`src/rtl/uart_tx_arbiter.sv`:
```
// Two-requester byte-stream arbiter that feeds one shared UART transmitter.
// Grants are packet-locked; defining UART_TX_ARB_TIMEOUT_EN adds an idle grant timeout.
module uart_tx_arbiter #(
  parameter int unsigned IDLE_TIMEOUT = 255
) (
  input  logic       CLK,
  input  logic       RST_N,
  input  logic [7:0] req0_data,
  input  logic       req0_valid,
  input  logic       req0_last,
  output logic       req0_ready,
  input  logic [7:0] req1_data,
  input  logic       req1_valid,
  input  logic       req1_last,
  output logic       req1_ready,
  output logic [7:0] out_data,
  output logic       out_valid,
  input  logic       out_ready,
  output logic       out_src,
  output logic       busy,
  output logic       timeout_evt
);

  localparam int unsigned CNT_W = 16;

  typedef enum logic [1:0] {
    S_IDLE  = 2'd0,
    S_LOCK0 = 2'd1,
    S_LOCK1 = 2'd2
  } state_e;

  state_e state_q, state_d;
  logic   rr_q, rr_d;
  logic   xfer_c;
  logic   xfer_last_c;
  logic   tmo_c;

  if ((IDLE_TIMEOUT < 1) || (IDLE_TIMEOUT > 65535)) begin : g_bad_timeout
    $error("uart_tx_arbiter: IDLE_TIMEOUT must be within 1..65535");
  end

  // A byte moves only when the granted stream and the transmitter handshake.
  assign xfer_c      = out_valid & out_ready;
  assign xfer_last_c = xfer_c & ((state_q == S_LOCK1) ? req1_last : req0_last);

  always_ff @(posedge CLK) begin
    if (!RST_N) begin
      state_q <= S_IDLE;
      rr_q    <= 1'b0;
    end else begin
      state_q <= state_d;
      rr_q    <= rr_d;
    end
  end

  always_comb begin
    state_d = state_q;
    rr_d    = rr_q;
    case (state_q)
      S_IDLE: begin
        if (req0_valid && (!req1_valid || !rr_q)) begin
          state_d = S_LOCK0;
        end else if (req1_valid) begin
          state_d = S_LOCK1;
        end
      end
      S_LOCK0: begin
        if (xfer_last_c || tmo_c) begin
          state_d = S_IDLE;
          rr_d    = 1'b1;
        end
      end
      S_LOCK1: begin
        if (xfer_last_c || tmo_c) begin
          state_d = S_IDLE;
          rr_d    = 1'b0;
        end
      end
      default: state_d = S_IDLE;
    endcase
  end

  // Granted requester is wired straight through; the other one is stalled.
  always_comb begin
    out_data   = 8'h00;
    out_valid  = 1'b0;
    req0_ready = 1'b0;
    req1_ready = 1'b0;
    out_src    = 1'b0;
    busy       = 1'b0;
    case (state_q)
      S_LOCK0: begin
        out_data   = req0_data;
        out_valid  = req0_valid;
        req0_ready = out_ready;
        busy       = 1'b1;
      end
      S_LOCK1: begin
        out_data   = req1_data;
        out_valid  = req1_valid;
        req1_ready = out_ready;
        out_src    = 1'b1;
        busy       = 1'b1;
      end
      default: ;
    endcase
  end

`ifdef UART_TX_ARB_TIMEOUT_EN
  logic [CNT_W-1:0] cnt_q, cnt_d;
  logic [CNT_W-1:0] cnt_inc;
  logic             tmo_q;

  // Counts non-transfer cycles while a grant is held.
  always_comb begin
    cnt_inc = cnt_q + CNT_W'(1);
    cnt_d   = '0;
    tmo_c   = 1'b0;
    if ((state_q != S_IDLE) && !xfer_c) begin
      tmo_c = (cnt_inc == CNT_W'(IDLE_TIMEOUT));
      cnt_d = tmo_c ? '0 : cnt_inc;
    end
  end

  always_ff @(posedge CLK) begin
    if (!RST_N) begin
      cnt_q <= '0;
      tmo_q <= 1'b0;
    end else begin
      cnt_q <= cnt_d;
      tmo_q <= tmo_c;
    end
  end

  assign timeout_evt = tmo_q;
`else
  assign tmo_c       = 1'b0;
  assign timeout_evt = 1'b0;
`endif

endmodule

```
`config.mk`:
```
export PLATFORM = sky130hd
export DESIGN_NAME = uart_tx_arbiter
export DESIGN_NICKNAME = d
export VERILOG_FILES = /design/src/rtl/uart_tx_arbiter.sv
export SDC_FILE = /design/constraint.sdc
export NUM_CORES = 1
export LEC_CHECK = 0
export CAP_MARGIN = 10
export CORE_MARGIN = 2
export CORE_UTILIZATION = 30
export DETAILED_ROUTE_END_ITERATION = 8
export PLACE_DENSITY = 0.78
export SETUP_SLACK_MARGIN = 0.02
export SYNTH_ARGS = -nofsm -noshare
export SYNTH_HDL_FRONTEND = slang
export SYNTH_SLANG_ARGS = --single-unit
export TNS_END_PERCENT = 20
```
`constraint.sdc`:
```
create_clock -name CLK -period 1.9 [get_ports CLK]
set_input_delay 0.38 -clock CLK [delete_from_list [all_inputs] [get_ports CLK]]
set_output_delay 0.38 -clock CLK [all_outputs]
set_load 0.05 [all_outputs]
```
# Yosys cells after proc, flatten, opt, wreduce, memory -nomap -nowiden
# Cells that the tools add are included.
[word_totals] output_inout_bits=14 ff_bits=3 inputBits=23 word_cells=33
[classes] reduce_logical=9 bitwise_logic=2 n_eq_ne=6 muxes=14
[ops] cell="8-bit case mux with 2 select lines" n=1
[ops] cell="1-bit 2-to-1 mux" n=7
[ops] cell="2-bit 2-to-1 mux" n=3
[ops] cell="2-bit inequality test (second input constant)" n=2
[ops] cell="1-bit case mux with 2 select lines" n=2
[ops] cell="2-bit case mux with 2 select lines" n=1
[ops] cell="3-bit inequality test (second input constant)" n=1
[ops] cell="3-bit AND reduction" n=1
[ops] cell="1-bit bitwise AND" n=2
[ops] cell="2-bit by 1-bit equality test with 1-bit output (second input constant)" n=1
[ops] cell="2-bit equality test (second input constant)" n=1
[ops] cell="1-bit logical NOT" n=2
[ops] cell="2-bit logical NOT" n=1
[ops] cell="2-bit by 1-bit inequality test with 1-bit output (second input constant)" n=1
[ops] cell="2-bit AND reduction" n=1
[ops] cell="2-bit nonzero test" n=1
[ops] cell="2-bit OR reduction" n=1
[ops] cell="1-bit logical AND" n=1
[ops] cell="1-bit logical OR" n=1

# Logic depth before layout (Yosys ltp)
# Gate-level depths: netlist of run 1.
[logic_depth] word_depth=6 mapped_depth=7

# Worst setup path after synthesis of run 1
# OpenSTA, ideal clock, no wires.
[synth_timing] path_type="flip-flop to output port" start="register state_q[0]" end="output port out_data[0]" n_path_buf=1 stages_incl_launch_ff=6 required_time_ns=1.520 path_slack_ns=-0.424 arrival_ns=1.944 path_cell_list="dfxtp_1 > inv_1 > ha_1 > buf_4 > a22oi_1 > nor2_1"
[synth_via] elab_chain_cells=2
[synth_lines] element="from (decl)" line_no="32" source="state_e state_q, state_d;"
[synth_lines] element="from (signal assigned)" line_no="51" source="state_q <= state_d;"
[synth_lines] element="2-bit equality test / 2-bit by 1-bit equality test with 1-bit output (equally long branches)" line_no="91" source="case (state_q)"
[synth_lines] element="8-bit case mux with 2 select lines (*)" line_no="91"
[synth_lines] element="to (decl)" line_no="16" source="output logic [7:0] out_data,"
# Mark *: on every way between the ends. The rest lies on a longest branch, timed or not.

# Worst setup path after layout of run 1
[layout_timing] start="register state_q[0]" end="output port out_valid"
[layout_via] elab_chain_cells=2
[layout_lines] element="2-bit equality test / 2-bit by 1-bit equality test with 1-bit output (equally long branches)" line_no="91"
[layout_lines] element="1-bit case mux with 2 select lines (*)" line_no="91"
[layout_lines] element="to (decl)" line_no="17" source="output logic out_valid,"
# Marks and branches as above.

==> results of run 1 <==
[sequential cells by signal (all words and copies together) (netlist names)]
register / flops
state_q: 2
rr_q: 1
[where the power goes]
part	switching (mW)	leakage (nW)	internal, mW
Clock	0.0326	0.0150	0.0787
Sequential	0.0378	0.0260	0.104
Combinational	0.852	0.358	0.749
[metrics by stage]
stage	util [%]	power (mW)
after global routing	82.60	1.966
after floorplan	-	1.054
after global placement	76.06	1.586
after detailed placement	76.06	1.610
after CTS	81.54	1.837
final	82.60	1.855
[cells in the final DEF (no fill, tap or decap), types with 2 or more instances in the layout]
cell type        instances
clkbuf_4                 3
inv_1                    3
mux2i_1                  2
o21ai_0                  2
nand2_1                  5
buf_4                    5
ha_4                     3
clkdlybuf4s50_1         22
and2_1                   3
buf_12                  13
inv_2                    2
dfxtp_4                  2
nand4_1                  2
nor2_4                   8
a22oi_1                  8
[critical path: stages (launching register included)]
cell and delay [ns]:
dfxtp_4 0.36, inv_2 0.07, ha_4 0.20, a22o_2 0.25
and2_1 0.18, buf_12 0.15
[synth_stat cells]
cell | count | area share (%)
a31o_4 | 1 | 4.2
nor3b_1 | 1 | 1.8
a22oi_1 | 8 | 14
ha_1 | 4 | 12
buf_2 | 1 | 1.2
nand3_1 | 1 | 1.2
or3_2 | 1 | 1.8
a211oi_1 | 1 | 1.8
clkbuf_1 | 1 | 0.89
a21oi_2 | 1 | 2.1
a22o_2 | 1 | 2.4
dfxtp_1 | 3 | 14
conb_1 | 1 | 0.89
nand4_1 | 2 | 3.0
mux2i_1 | 2 | 4.8
a21oi_1 | 1 | 1.2
and2_1 | 3 | 4.5
nand2_1 | 5 | 4.5
o21ai_1 | 1 | 1.2
buf_4 | 2 | 3.6
nor2_1 | 9 | 8.1
inv_1 | 5 | 4.5
mux2_4 | 1 | 3.6
o21ai_0 | 2 | 2.4
[cell families after synthesis]
logic type	share of synthesized area, %
fa+ha+maj	11.94
other cells	0.8947
flops	14.33
simple gates	24.78
buf+inv	10.15
mux	8.357
compound gates	29.55
[what timing repair did]
action / in CTS / in global routing
buffers inserted: 1 / 1
endpoints found under the setup margin: 10 / 9
pin swaps: 1 / 2
hold buffers: 0 / 0
gates resized for setup: 9 / 2
[area by class of cell]
| cell class | instances | share of cell area [%] |
|---|---|---|
| flip-flops and latches | 3 | 6.286 |
| well taps | 15 | 1.746 |
| clock buffers | 4 | 2.445 |
| inverters | 5 | 1.746 |
| repair buffers | 41 | 49.24 |
| multi-input cells | 46 | 38.53 |
[path summary, 6_finish.rpt]
path,start,endpoint,slack (ns),cells after the start
worst max-delay path,state_q[0],out_valid,0.08,5
worst min-delay path,state_q[0],state_q[0],0.52,2
worst max register to register,state_q[0],state_q[1],0.17,7
worst min register to register,state_q[0],state_q[0],0.52,2
[per-layer routing]
layer / share of wire (%) / track usage, %
met5: 0 / 0
met4: 2.0 / 14.52
met3: 15 / 7.447
met2: 46 / 34.38
met1: 36 / 18.41
==> impl_metrics.csv, run 1 <==
group,metric,value,unit
clocking,clockBufferDepth,2,
power,p_leak,0.3993,nW
floorplan,die_x,41.38,um
power,powerDensity,1726,mW/mm2
setup_path,cp_max_fo,10,
flow_run,max-cap-violations,0,
detailed_routing,drc,0,
placed_design,place.gp.congestion,0.7209,
grt,first_global_vias,538,
timing,final.setup.worst_slack,0.07608,ns
power,peakVddDrop,1.348,mV
timing,finalCriticalPeriod,1.824,ns
cells_and_area,fin_cells,114,
timing,setup_viol,0,
grt,overflow,0,
logic_synthesis,synth_seq_cells,3,
detailed_routing,routed_wirelength,1.581,mm
cells_and_area,nets,127,
placed_design,place_area,989.7,um2
logic_synthesis,yosys_warnings,0,
cells_and_area,fin_area,0.001075,mm2
cells_and_area,final-seq-area,67.56,um2
clocking,cts_buffers,3,
detailed_routing,drtPass1Iterations,4,
detailed_routing,wl_per_cell,13.87,um
floorplan,die_y,41.38,um
floorplan,io_pins,37,
detailed_routing,first_iter_violations,5,
clocking,cts_tree,"built",
logic_synthesis,synthDistinctLibCells,24,
logic_synthesis,synth.avg_cell_area,7.227,um2
floorplan,rows,13,
detailed_routing,vias,582,
timing,final-hold-violation-count,0,
cells_and_area,n_antenna_cell,0,
timing,fmax,548.3,MHz
placed_design,portBuffers,35,
logic_synthesis,syn_inst,58,
cells_and_area,multi_input_area,414.1,um2
clocking,cts.sinks,3,
cells_and_area,fill_cells,79,
cells_and_area,drive_gt1_share,42.42,%
floorplan,coreArea,0.001301,mm2
detailed_routing,vias_per_cell,5.105,
timing,maxSlewViolCount,0,
grt,grt_start_max_net_pins,11,
floorplan,dieArea,0.001712,mm2
clocking,insertion_delay,0.23,ns
timing,fin_crit_sh,96.00,%
grt,grt_pass1_wl,2.145,mm
grt,antenna_found_initial,0,
clocking,ctsRootBufferMaster,"clkbuf_4",
setup_path,arrival,1.44,ns
run_status,status,"finished, final reports clean",
logic_synthesis,syn-num-nets,85,
detailed_routing,drtAntennaViolNets,0,
setup_path,critPathLaunchType,"register",
setup_path,required,1.52,ns
logic_synthesis,synth_area,419.2,um2
timing,fin_skew,0.003874,ns
cells_and_area,area_growth,156.4,%
placed_design,place_inst,108,
setup_path,critPathKind,"register to primary output",
clocking,clk_pin_slew_worst_paths,0.03,ns
placed_design,hpwl,1.264,mm
floorplan,start_util,32.21,%
clocking,htree_num_levels,1,
placed_design,dp_slack,0.03914,ns
worst_hold_path,hp-class,"register to register",
timing,holdWs,0.5152,ns
timing,fin_tns_setup,0,ns
logic_synthesis,yosysSeqAreaShare,14.33,%
setup_path,worst_setup_path_end_kind,"primary output",
grt,gr-usage-all-layers,19.63,%
timing,rsz0062_at_grt,"no",
Note: power is estimated with default switching activity, not from simulation.
==> inputs of run 2 (changes only) <==
--- a/config.mk
+++ b/config.mk
@@ -6,7 +6,7 @@
 export NUM_CORES = 1
 export LEC_CHECK = 0
 export CAP_MARGIN = 10
-export CORE_MARGIN = 2
+export CORE_MARGIN = 4
 export CORE_UTILIZATION = 30
 export DETAILED_ROUTE_END_ITERATION = 8
 export PLACE_DENSITY = 0.78
==> run 2 against run 1 <==
- register-to-register slack gained 0.15 ns
- highest routed layer unchanged
- largest cell class unchanged
- critical path type unchanged
- global-route usage shrank 2.3 points
- clock-buffer cell count is the same
==> impl_metrics.csv, run 2 (synthesis gave the netlist of run 1 again) <==
group,metric,value,unit
floorplan,start_util,32.21,%
setup_path,r2r-start,"state_q[0]",
worst_hold_path,hp-class,"register to register",
floorplan,coreArea,0.001301,mm2
setup_path,critPathLaunchType,"register",
timing,finalCriticalPeriod,1.835,ns
clocking,clk_pin_slew_worst_paths,0.04,ns
setup_path,cp_max_fo,15,
detailed_routing,drtPass1Iterations,4,
setup_path,arrival,1.45,ns
clocking,cts.sinks,3,
timing,setup_viol,0,
timing,maxSlewViolCount,0,
setup_path,crit_start,"state_q[0]",
setup_path,cp_slowest_cell,"dfxtp_4",
worst_hold_path,hold_depth,2,
clocking,cts_tree,"built",
cells_and_area,fin_cells,111,
floorplan,dieArea,0.002059,mm2
cells_and_area,largest_reg_flops,2,
cells_and_area,area_growth,153.7,%
timing,fin_crit_sh,96.57,%
timing,holdWs,0.5122,ns
floorplan,die_y,45.38,um
power,powerDensity,1743,mW/mm2
clocking,insertion_delay,0.23,ns
grt,overflow,0,
placed_design,portBuffers,35,
detailed_routing,vias_per_cell,5.135,
floorplan,die_x,45.38,um
placed_design,place.gp.congestion,0.7319,
detailed_routing,wl_per_cell,14.98,um
setup_path,required,1.52,ns
cells_and_area,final_cell_mix,"22 x clkdlybuf4s50_1, 14 x buf_12, 8 x a22oi_1, 8 x nor2_4, 5 x nand2_1",
floorplan,rows,13,
cells_and_area,post-route-util,81.73,%
clocking,clockBufferDepth,2,
setup_path,max_stage_delay,0.36,ns
cells_and_area,fill_cells,86,
clocking,cts_buffers,3,
clocking,hold_buffers,0,
placed_design,hpwl,1.384,mm
timing,fin_tns_setup,0,ns
grt,grt_pass1_wl,2.532,mm
detailed_routing,routed_wirelength,1.663,mm
clocking,htree_num_levels,1,
cells_and_area,mostFrequentLayoutCell,"clkdlybuf4s50_1",
power,peakVddDrop,1.680,mV
cells_and_area,reg_top3,"state_q: 2 flops, rr_q: 1 flops",
setup_path,rr_worst_depth,6,
setup_path,worst_setup_path_end_kind,"primary output",
setup_path,critPathKind,"register to primary output",
flow_run,max-cap-violations,0,
detailed_routing,vias,570,
timing,fin_skew,0.002375,ns
placed_design,place_inst,106,
timing,rsz0062_at_grt,"yes",
cells_and_area,nets,124,
clocking,ctsRootBufferMaster,"clkbuf_4",
cells_and_area,n_antenna_cell,0,
detailed_routing,drtAntennaViolNets,0,
grt,first_global_vias,579,
detailed_routing,drc,0,
power,p_leak,0.3899,nW
timing,final-hold-violation-count,0,
grt,antenna_found_initial,0,
timing,fmax,545.0,MHz
setup_path,path_cells,"inv_2 > ha_4 > a22o_2 > and2_4 > buf_12",
cells_and_area,largest-register,"state_q",
run_status,status,"finished, final reports clean",
detailed_routing,first_iter_violations,3,
grt,grt_start_max_net_pins,16,
cells_and_area,drive_gt1_share,41.67,%
floorplan,io_pins,37,
worst_hold_path,min_from,"state_q[0]",
grt,gr-usage-all-layers,17.32,%
==> run 2: cell count changes in the layout (fill, tap and decap cells not counted) <==
cell	previous run	this run
buf_4	5	2
buf_6	1	0
and2_4	0	1
and2_1	3	2
buf_12	13	14
==> run 2: per-layer routing <==
metal	part of all wire (%)	routed length (um)	up-vias	global-route usage, %
met2	48	790	34	31.48
met1	38	629	253	17.26
met3	13	216	4	5.534
li1	-	-	279	-
met5	0	0	-	0
met4	1.6	27	0	8.772
==> run 2: per-stage QoR <==
step	power (mW)	worst slack [ns]	area, um2
finish	1.854	0.06510	1064
global placement	1.598	0.09756	987.2
global route	1.964	0.01885	1064
CTS	1.854	0.02088	1054
detailed placement	1.633	0.07817	987.2
floorplan	1.054	-0.04794	484.2
==> run 2: power by group <==
| group | internal [mW] | switching (mW) | total [mW] |
|---|---|---|---|
| clock network | 0.0788 | 0.0338 | 0.113 |
| logic | 0.746 | 0.854 | 1.60 |
| registers | 0.104 | 0.0373 | 0.142 |
==> run 2: cell type report <==
cell class / count / area (um2) / area share (%)
clock buffers: 4 / 26.28 / 2.471
inverters: 5 / 18.77 / 1.765
multi-input cells: 46 / 416.7 / 39.18
flip-flops and latches: 3 / 67.56 / 6.353
well taps: 15 / 18.77 / 1.765
repair buffers: 38 / 515.5 / 48.47
==> run 2: path summary, 6_finish.rpt <==
| path | slack, ns | end |
|---|---|---|
| max | 0.07 | out_valid |
| min | 0.51 | state_q[0] |
| max reg2reg | 0.32 | state_q[1] |
| min reg2reg | 0.51 | state_q[0] |
==> run 2: repair_timing <==
item | CTS | global route
endpoints found under the setup margin | 10 | 9
resized for setup | 10 | 1
setup buffers | 0 | 1
pin swaps | 0 | 2
==> run 2: worst max-delay path: cells and delay by family, from the launching register on <==
kind                     cells  cell delay (ns)
AND/OR/NAND/NOR              1             0.16
adder cells (fa/ha/maj)      1             0.23
buffers and inverters        2             0.21
flip-flops                   1             0.36
AO/OA/AOI/OAI                1             0.26
==> inputs of run 3 (changes only) <==
--- a/config.mk
+++ b/config.mk
@@ -9,7 +9,7 @@
 export CORE_MARGIN = 4
 export CORE_UTILIZATION = 30
 export DETAILED_ROUTE_END_ITERATION = 8
-export PLACE_DENSITY = 0.78
+export PLACE_DENSITY = 0.75
 export SETUP_SLACK_MARGIN = 0.02
 export SYNTH_ARGS = -nofsm -noshare
 export SYNTH_HDL_FRONTEND = slang
==> run 3 against run 2 <==
- clock skew decreased by 0.0019 ns
- final area decreased by 0.71%
- highest routed layer is now met3
- final cell count is 0.90% higher
- critical path type unchanged
- routed wire length fell by 10%
- fmax fell by 0.90%
- flip-flop and latch count unchanged
- die area unchanged
- largest power group unchanged
- power shrank 2.5%
- setup slack worse by 0.017 ns
==> impl_metrics.csv, run 3 (synthesis gave the netlist of run 1 again) <==
group,metric,value,unit
run_status,status,"finished, final reports clean",
clocking,clockBufferDepth,2,
cells_and_area,n_antenna_cell,0,
grt,gr-usage-all-layers,14.54,%
power,p_leak,0.3873,nW
clocking,cts.sinks,3,
timing,fin_skew,0.0004254,ns
setup_path,critPathLaunchType,"register",
placed_design,place_inst,107,
timing,final-hold-violation-count,0,
placed_design,portBuffers,35,
grt,antenna_found_initial,0,
cells_and_area,fin_area,0.001056,mm2
grt,grt_start_max_net_pins,16,
cells_and_area,fin_cells,112,
setup_path,critPathBufInv,2,
clocking,ctsRootBufferMaster,"clkbuf_4",
detailed_routing,first_iter_violations,10,
detailed_routing,vias,563,
floorplan,die_x,45.38,um
timing,holdWs,0.5126,ns
cells_and_area,nets,125,
cells_and_area,largest-register,"state_q",
cells_and_area,area_growth,151.9,%
setup_path,path_cells,"inv_2 > ha_4 > a22o_2 > and2_1 > buf_12",
cells_and_area,drive_gt1_share,41.24,%
timing,fin_tns_setup,0,ns
placed_design,hpwl,1.194,mm
floorplan,io_pins,37,
setup_path,cp_max_fo,15,
setup_path,cp_slowest_cell,"dfxtp_4",
cells_and_area,final_cell_mix,"22 x clkdlybuf4s50_1, 13 x buf_12, 8 x a22oi_1, 8 x nor2_4, 5 x nand2_1",
cells_and_area,mostFrequentLayoutCell,"clkdlybuf4s50_1",
setup_path,worst_setup_path_end_kind,"primary output",
floorplan,die_y,45.38,um
setup_path,arrival,1.47,ns
detailed_routing,vias_per_cell,5.027,
detailed_routing,drc,0,
setup_path,max_stage_delay,0.36,ns
clocking,cts_buffers,3,
flow_run,max-cap-violations,0,
setup_path,required,1.52,ns
cells_and_area,largest_reg_flops,2,
clocking,clk_pin_slew_worst_paths,0.04,ns
worst_hold_path,hp-class,"register to register",
timing,fin_crit_sh,97.45,%
floorplan,start_util,32.21,%
timing,rsz0062_at_grt,"no",
grt,grt_pass1_wl,2.283,mm
clocking,htree_num_levels,1,
timing,finalCriticalPeriod,1.852,ns
timing,fmax,540.1,MHz
floorplan,rows,13,
placed_design,place.gp.congestion,0.7207,
timing,setup_viol,0,
cells_and_area,fill_cells,76,
clocking,cts_tree,"built",
setup_path,critical_path.top_delay_family,"flip-flops",
detailed_routing,drtAntennaViolNets,0,
detailed_routing,drtPass1Iterations,4,
timing,maxSlewViolCount,0,
placed_design,place_area,982.2,um2
grt,overflow,0,
detailed_routing,routed_wirelength,1.492,mm
power,powerDensity,1712,mW/mm2
power,peakVddDrop,1.483,mV
grt,first_global_vias,537,
clocking,insertion_delay,0.23,ns
detailed_routing,wl_per_cell,13.32,um
clocking,hold_buffers,0,
floorplan,dieArea,0.002059,mm2
cells_and_area,reg_top3,"state_q: 2 flops, rr_q: 1 flops",
setup_path,critPathKind,"register to primary output",
floorplan,coreArea,0.001301,mm2
[run 3: cell types whose count changed in the layout (fill, tap and decap cells not counted)]
cell    delta
and2_4     -1
buf_12     -1
buf_4      +2
and2_1     +1
[run 3: path summary, 6_finish.rpt]
check | to | start | depth (start not counted) | slack [ns]
max | out_valid | state_q[0] | 5 | 0.05
min | state_q[0] | state_q[0] | 2 | 0.51
max reg2reg | state_q[1] | state_q[0] | 7 | 0.29
min reg2reg | state_q[0] | state_q[0] | 2 | 0.51
[run 3: layout make-up]
class                           instances  area, um2  share of cell area (%)
Clock buffer                            4      26.28                   2.488
Tap cell                               15      18.77                   1.777
Multi-Input combinational cell         46      414.1                   39.22
Timing Repair Buffer                   39      510.5                   48.34
Sequential cell                         3      67.56                   6.398
Inverter                                5      18.77                   1.777
[run 3: routing by layer]
layer | vias to the layer above | GRT usage, % | wire length, um
met3 | 0 | 1.976 | 212
met4 | 0 | 6.433 | 0
met1 | 249 | 18.33 | 622
met2 | 34 | 24.23 | 657
li1 | 280 | - | -
met5 | - | 0 | 0
[run 3: tightest hold or removal path: stages, from the launching register on]
cell and delay, ns:
dfxtp_4 0.35, nand2_1 0.06, mux2i_1 0.06
[run 3: per-stage QoR]
| stage | power, mW | setup WS (ns) | utilization (%) |
|---|---|---|---|
| floorplan | 1.054 | -0.04794 | - |
| global placement | 1.575 | 0.1003 | 75.48 |
| detailed placement | 1.587 | 0.08722 | 75.48 |
| CTS | 1.796 | 0.02922 | 80.19 |
| global route | 1.915 | 0.02075 | 81.15 |
| finish | 1.808 | 0.04843 | 81.15 |
[run 3: report_power, final]
group / leakage (nW) / switching, mW / internal [mW] / total [mW]
clock: 0.0150 / 0.0319 / 0.0786 / 0.110
combinational: 0.346 / 0.835 / 0.722 / 1.56
sequential: 0.0260 / 0.0348 / 0.104 / 0.139
total: 0.387 / 0.902 / 0.905 / 1.81
[run 3: timing repair]
item,in CTS,in global routing
setup buffers,0,1
gates resized for setup,8,2
pin swaps,0,1
endpoints found under the setup margin,9,9
hold endpoints to repair,0,0
